--- src/rtl/fp_mul_result_buffer.sv ---
// Capture FIFO for single-precision multiplier results with their E/O/U flags.
// First-word-fall-through read side, sticky flag status and saturating flagged-result count.
module fp_mul_result_buffer #(
  parameter int unsigned DEPTH = 4,
  parameter int unsigned CNT_W = 8
) (
  input  logic                     clk,
  input  logic                     rst_n,
  input  logic                     in_valid,
  output logic                     in_ready,
  input  logic [31:0]              in_result,
  input  logic                     in_exception,
  input  logic                     in_overflow,
  input  logic                     in_underflow,
  output logic                     out_valid,
  input  logic                     out_ready,
  output logic [31:0]              out_result,
  output logic [2:0]               out_flags,
  output logic [$clog2(DEPTH):0]   level,
  output logic [2:0]               sticky_flags,
  input  logic                     clear_sticky,
  output logic [CNT_W-1:0]         flag_count
);

  localparam int unsigned PTR_W = $clog2(DEPTH);
  localparam int unsigned LVL_W = PTR_W + 1;

  logic [34:0]       r_mem [DEPTH];
  logic [PTR_W-1:0]  r_wr_ptr;
  logic [PTR_W-1:0]  r_rd_ptr;
  logic [LVL_W-1:0]  r_level;
  logic [2:0]        r_sticky;
  logic [CNT_W-1:0]  r_count;

  logic              w_push;
  logic              w_pop;
  logic [2:0]        w_in_flags;
  logic              w_any_flag;
  logic              w_cnt_max;

  assign w_in_flags = {in_exception, in_overflow, in_underflow};
  assign w_any_flag = |w_in_flags;
  assign w_cnt_max  = (r_count == '1);

  // in_ready depends only on level, so a pop never frees a slot for a push in the same cycle.
  assign in_ready  = (r_level != LVL_W'(DEPTH));
  assign out_valid = (r_level != '0);
  assign w_push    = in_valid & in_ready;
  assign w_pop     = out_valid & out_ready;

  assign {out_flags, out_result} = r_mem[r_rd_ptr];
  assign level        = r_level;
  assign sticky_flags = r_sticky;
  assign flag_count   = r_count;

  always_ff @(posedge clk or negedge rst_n) begin
    if (!rst_n) begin
      for (int unsigned i = 0; i < DEPTH; i++) begin
        r_mem[i] <= '0;
      end
      r_wr_ptr <= '0;
      r_rd_ptr <= '0;
      r_level  <= '0;
    end else begin
      if (w_push) begin
        r_mem[r_wr_ptr] <= {w_in_flags, in_result};
        r_wr_ptr        <= r_wr_ptr + PTR_W'(1);
      end
      if (w_pop) begin
        r_rd_ptr <= r_rd_ptr + PTR_W'(1);
      end
      case ({w_push, w_pop})
        2'b10:   r_level <= r_level + LVL_W'(1);
        2'b01:   r_level <= r_level - LVL_W'(1);
        default: r_level <= r_level;
      endcase
    end
  end

  // A clear coinciding with a push is applied first, so the push's flags survive it.
  always_ff @(posedge clk or negedge rst_n) begin
    if (!rst_n) begin
      r_sticky <= '0;
      r_count  <= '0;
    end else if (clear_sticky) begin
      r_sticky <= w_push ? w_in_flags : 3'b000;
      r_count  <= (w_push && w_any_flag) ? CNT_W'(1) : '0;
    end else if (w_push) begin
      r_sticky <= r_sticky | w_in_flags;
      if (w_any_flag && !w_cnt_max) begin
        r_count <= r_count + CNT_W'(1);
      end
    end
  end

endmodule

--- config.mk ---
export PLATFORM = sky130hd
export DESIGN_NAME = fp_mul_result_buffer
export DESIGN_NICKNAME = d
export VERILOG_FILES = /design/src/rtl/fp_mul_result_buffer.sv
export SDC_FILE = /design/constraint.sdc
export NUM_CORES = 1
export LEC_CHECK = 0
export BUFFER_PORTS_ARGS = -buffer_cell sky130_fd_sc_hd__clkbuf_2
export CAP_MARGIN = 15
export CORE_UTILIZATION = 42
export DETAILED_ROUTE_END_ITERATION = 7
export PLACE_DENSITY_LB_ADDON = 0.25
export SYNTH_ARGS = -nofsm -noshare
export SYNTH_HDL_FRONTEND = slang
export SYNTH_SLANG_ARGS = --single-unit
--- constraint.sdc ---
create_clock -name clk -period 5.5 [get_ports clk]
set_input_delay 0.55 -clock clk [delete_from_list [all_inputs] [get_ports clk]]
set_output_delay 0.55 -clock clk [all_outputs]
set_load 0.02 [all_outputs]
==> results.yml <==
logic_synthesis:
  synth_nets: 477
  yosysTopAreaCellShare_pct: 53.8
  yosys_warnings: 0
  yosysUniqueCellTypes: 40
  ys_top_cells_by_area: "dfrtp_1 (54%), mux2_2 (12%), mux2_4 (12%)"
  synth.avg_cell_area_um2: 17.1
  netlist_area_mm2: 0.00735
  yosysTopAreaCell: "dfrtp_1"
  synth-seq-cells: 158
  yosysSeqAreaShare_pct: 53.8
  syn-instance-count: 430
routing:
  via_per_inst: 5.28
  antenna_left: 0
  wl_per_cell_um: 19.1
  dr.pass1.iters: 4
  drt-total-wl_um: 14400
  vias: 3992
  drt_iter0_markers: 154
  drc_errors: 0
floorplan:
  core_mm2: 0.0172
  chipWidth_um: 134
  io_pins: 91
  die_area_mm2: 0.0180
  row_count: 48
  die_y_um: 134
  start_util_pct: 42.8
global_routing:
  grt_use_total_pct: 17.6
  grt_pass1_vias: 4394
  grt_max_degree: 109
  grt_pass1_wl_um: 23800
  globalRouteOverflowTotal: 0
  antenna_found_initial: 1
setup_path:
  startpoint_type: "flip-flop"
  slowest_delay_ps: 670
  path_max_fanout: 23
  path_buf_inv: 2
  path_cells: "buf_4, mux4_2, clkbuf_2"
  slowest_stage: "dfrtp_2"
  cp_top_family: "buffers and inverters"
  critPathArrivalTime_ps: 2370
  criticalPathCategory: "reg -> out"
  required_ps: 4950
  cp-end-kind: "primary output"
clock_network:
  cts-resized-gates: 0
  cts_made_buffers: 17
  cts_tree: "yes"
  cts_setup_buffers: 0
  cts_hold_buf: 0
  clk_pin_slew_ps: 60
  clockBufferDepth: 2
  clockRootBuffer: "clkbuf_16"
  clkLatencyLatePin_ps: 420
  clock_sink_count: 158
  htreeDepth: 4
pwr:
  worst_ir_drop_vdd_mv: 0.297
  power-per-cell-area_mw_per_mm2: 684
  leakage_nw: 3.92
layout:
  mostFrequentLayoutCell: "dfrtp_1"
  layout-drive-gt1-share_pct: 58.6
  syn2layout_area_growth_pct: 15.6
  antenna_cells: 0
  nFillCells: 1486
  final_cell_mix: "dfrtp_1 (156), clkbuf_2 (89), mux2_2 (81)"
  instances_no_fill: 756
  finalNetCount: 565
placed_design:
  io_buffers: 90
  gp_congestion: 0.796
  dp_cells: 724
  hpwl_um: 8960
run_status:
  status: "finished clean"
sta:
  tns_ps: 0
  slew_headroom_pct: 29.0
  finalCritPeriodShare_pct: 53.1
  tightest_slew_ps: 1060
  fin_crit_ps: 2920
  slew_violations: 0
  hold_viol_final: 0
  max_freq_mhz: 342
  setup_viol: 0
  rsz0062_at_grt: "no"
  fin_skew_ps: 6.72
job:
  drv_cap: 0
hold_path:
  hold_class: "in -> async"
-- final cells by class --
type / instances / area (µm²) / share of cell area (%)
Multi-Input combinational cell: 239 / 3110 / 36.6
Inverter: 10 / 37.5 / 0.442
Clock buffer: 22 / 484 / 5.70
Tap cell: 225 / 282 / 3.31
Clock inverter: 10 / 159 / 1.87
Timing Repair Buffer: 92 / 472 / 5.55
Sequential cell: 158 / 3960 / 46.6
-- cell usage after synthesis (all sizes together) --
master	n
or3b	1
mux4	35
clkbuf	3
nor3	2
o31ai	1
nor4	2
mux2	141
buf	20
fa	1
xor2	3
o211ai	2
nand2	10
o31a	1
or3	3
a21oi	2
or4	1
o21ai	2
o41ai	2
o311ai	3
ha	6
mux2i	2
xnor2	3
a22o	3
o2111ai	1
nor3b	1
and2	2
inv	10
nand4	2
dfrtp	158
nor2	3
nor2b	1
nand3	3
-- flip-flops by register name, summed over array words and instances, names as in the netlist --
register      cells
sticky_flags      3
r_wr_ptr          2
flag_count        8
r_rd_ptr          2
r_mem           140
level             3
-- per-layer routing --
| metal | up-vias | GRT usage (%) | part of all wire (%) |
|---|---|---|---|
| li1 | 1777 | - | - |
| met1 | 2093 | 23.6 | 46 |
| met2 | 102 | 27.3 | 48 |
| met3 | 18 | 5.71 | 5.2 |
| met4 | 2 | 5.31 | 0.99 |
| met5 | - | 0 | 0.12 |
-- stage by stage --
| step | setup slack [ps] | total power, mW | utilization [%] | hold WS, ps | instance area [µm²] |
|---|---|---|---|---|---|
| 2_1_floorplan | 3140 | 4.00 | - | 254 | 7350 |
| 3_3_place_gp | 2970 | 4.53 | 45.7 | 482 | 7850 |
| 3_5_place_dp | 2940 | 4.60 | 45.7 | 487 | 7850 |
| 4_1_cts | 2490 | 5.89 | 49.5 | 287 | 8500 |
| 5_1_grt | 2400 | 6.14 | 49.5 | 328 | 8500 |
| 6_report | 2580 | 5.81 | 49.5 | 246 | 8500 |
-- final timing paths --
kind	from	to	slack (ps)	cells after the start
worst min register to register	r_mem[23]$_DFFE_PN0P_	r_mem[23]$_DFFE_PN0P_	500	1
worst max-delay path	r_rd_ptr[0]$_DFFE_PN0P_	out_result[16]	2580	3
max in group asynchronous	rst_n	r_mem[23]$_DFFE_PN0P_	3980	2
min in group clk	in_result[19]	r_mem[89]$_DFFE_PN0P_	410	2
worst max register to register	level[1]$_DFFE_PN0P_	r_mem[122]$_DFFE_PN0P_	3050	4
worst min-delay path	rst_n	r_mem[80]$_DFFE_PN0P_	250	1
-- report_power, final --
group,switching (mW),internal (mW),total (mW)
Sequential,0.402,1.73,2.14
Clock,0.451,0.807,1.26
Combinational,1.07,1.35,2.42
-- cell families (layout without fill, tap and decap cells) --
group / Yosys count / count (layout) / share of synthesized area (%)
AND/OR/NAND/NOR: 31 / 31 / 2.78
buffers and inverters: 33 / 134 / 3.93
adder cells (fa/ha/maj): 7 / 7 / 1.29
flip-flops: 158 / 158 / 53.8
AO/OA/AOI/OAI: 17 / 17 / 1.82
XOR/XNOR: 6 / 6 / 0.715
multiplexers: 178 / 178 / 35.7
Note: power is estimated with default switching activity, not from simulation.
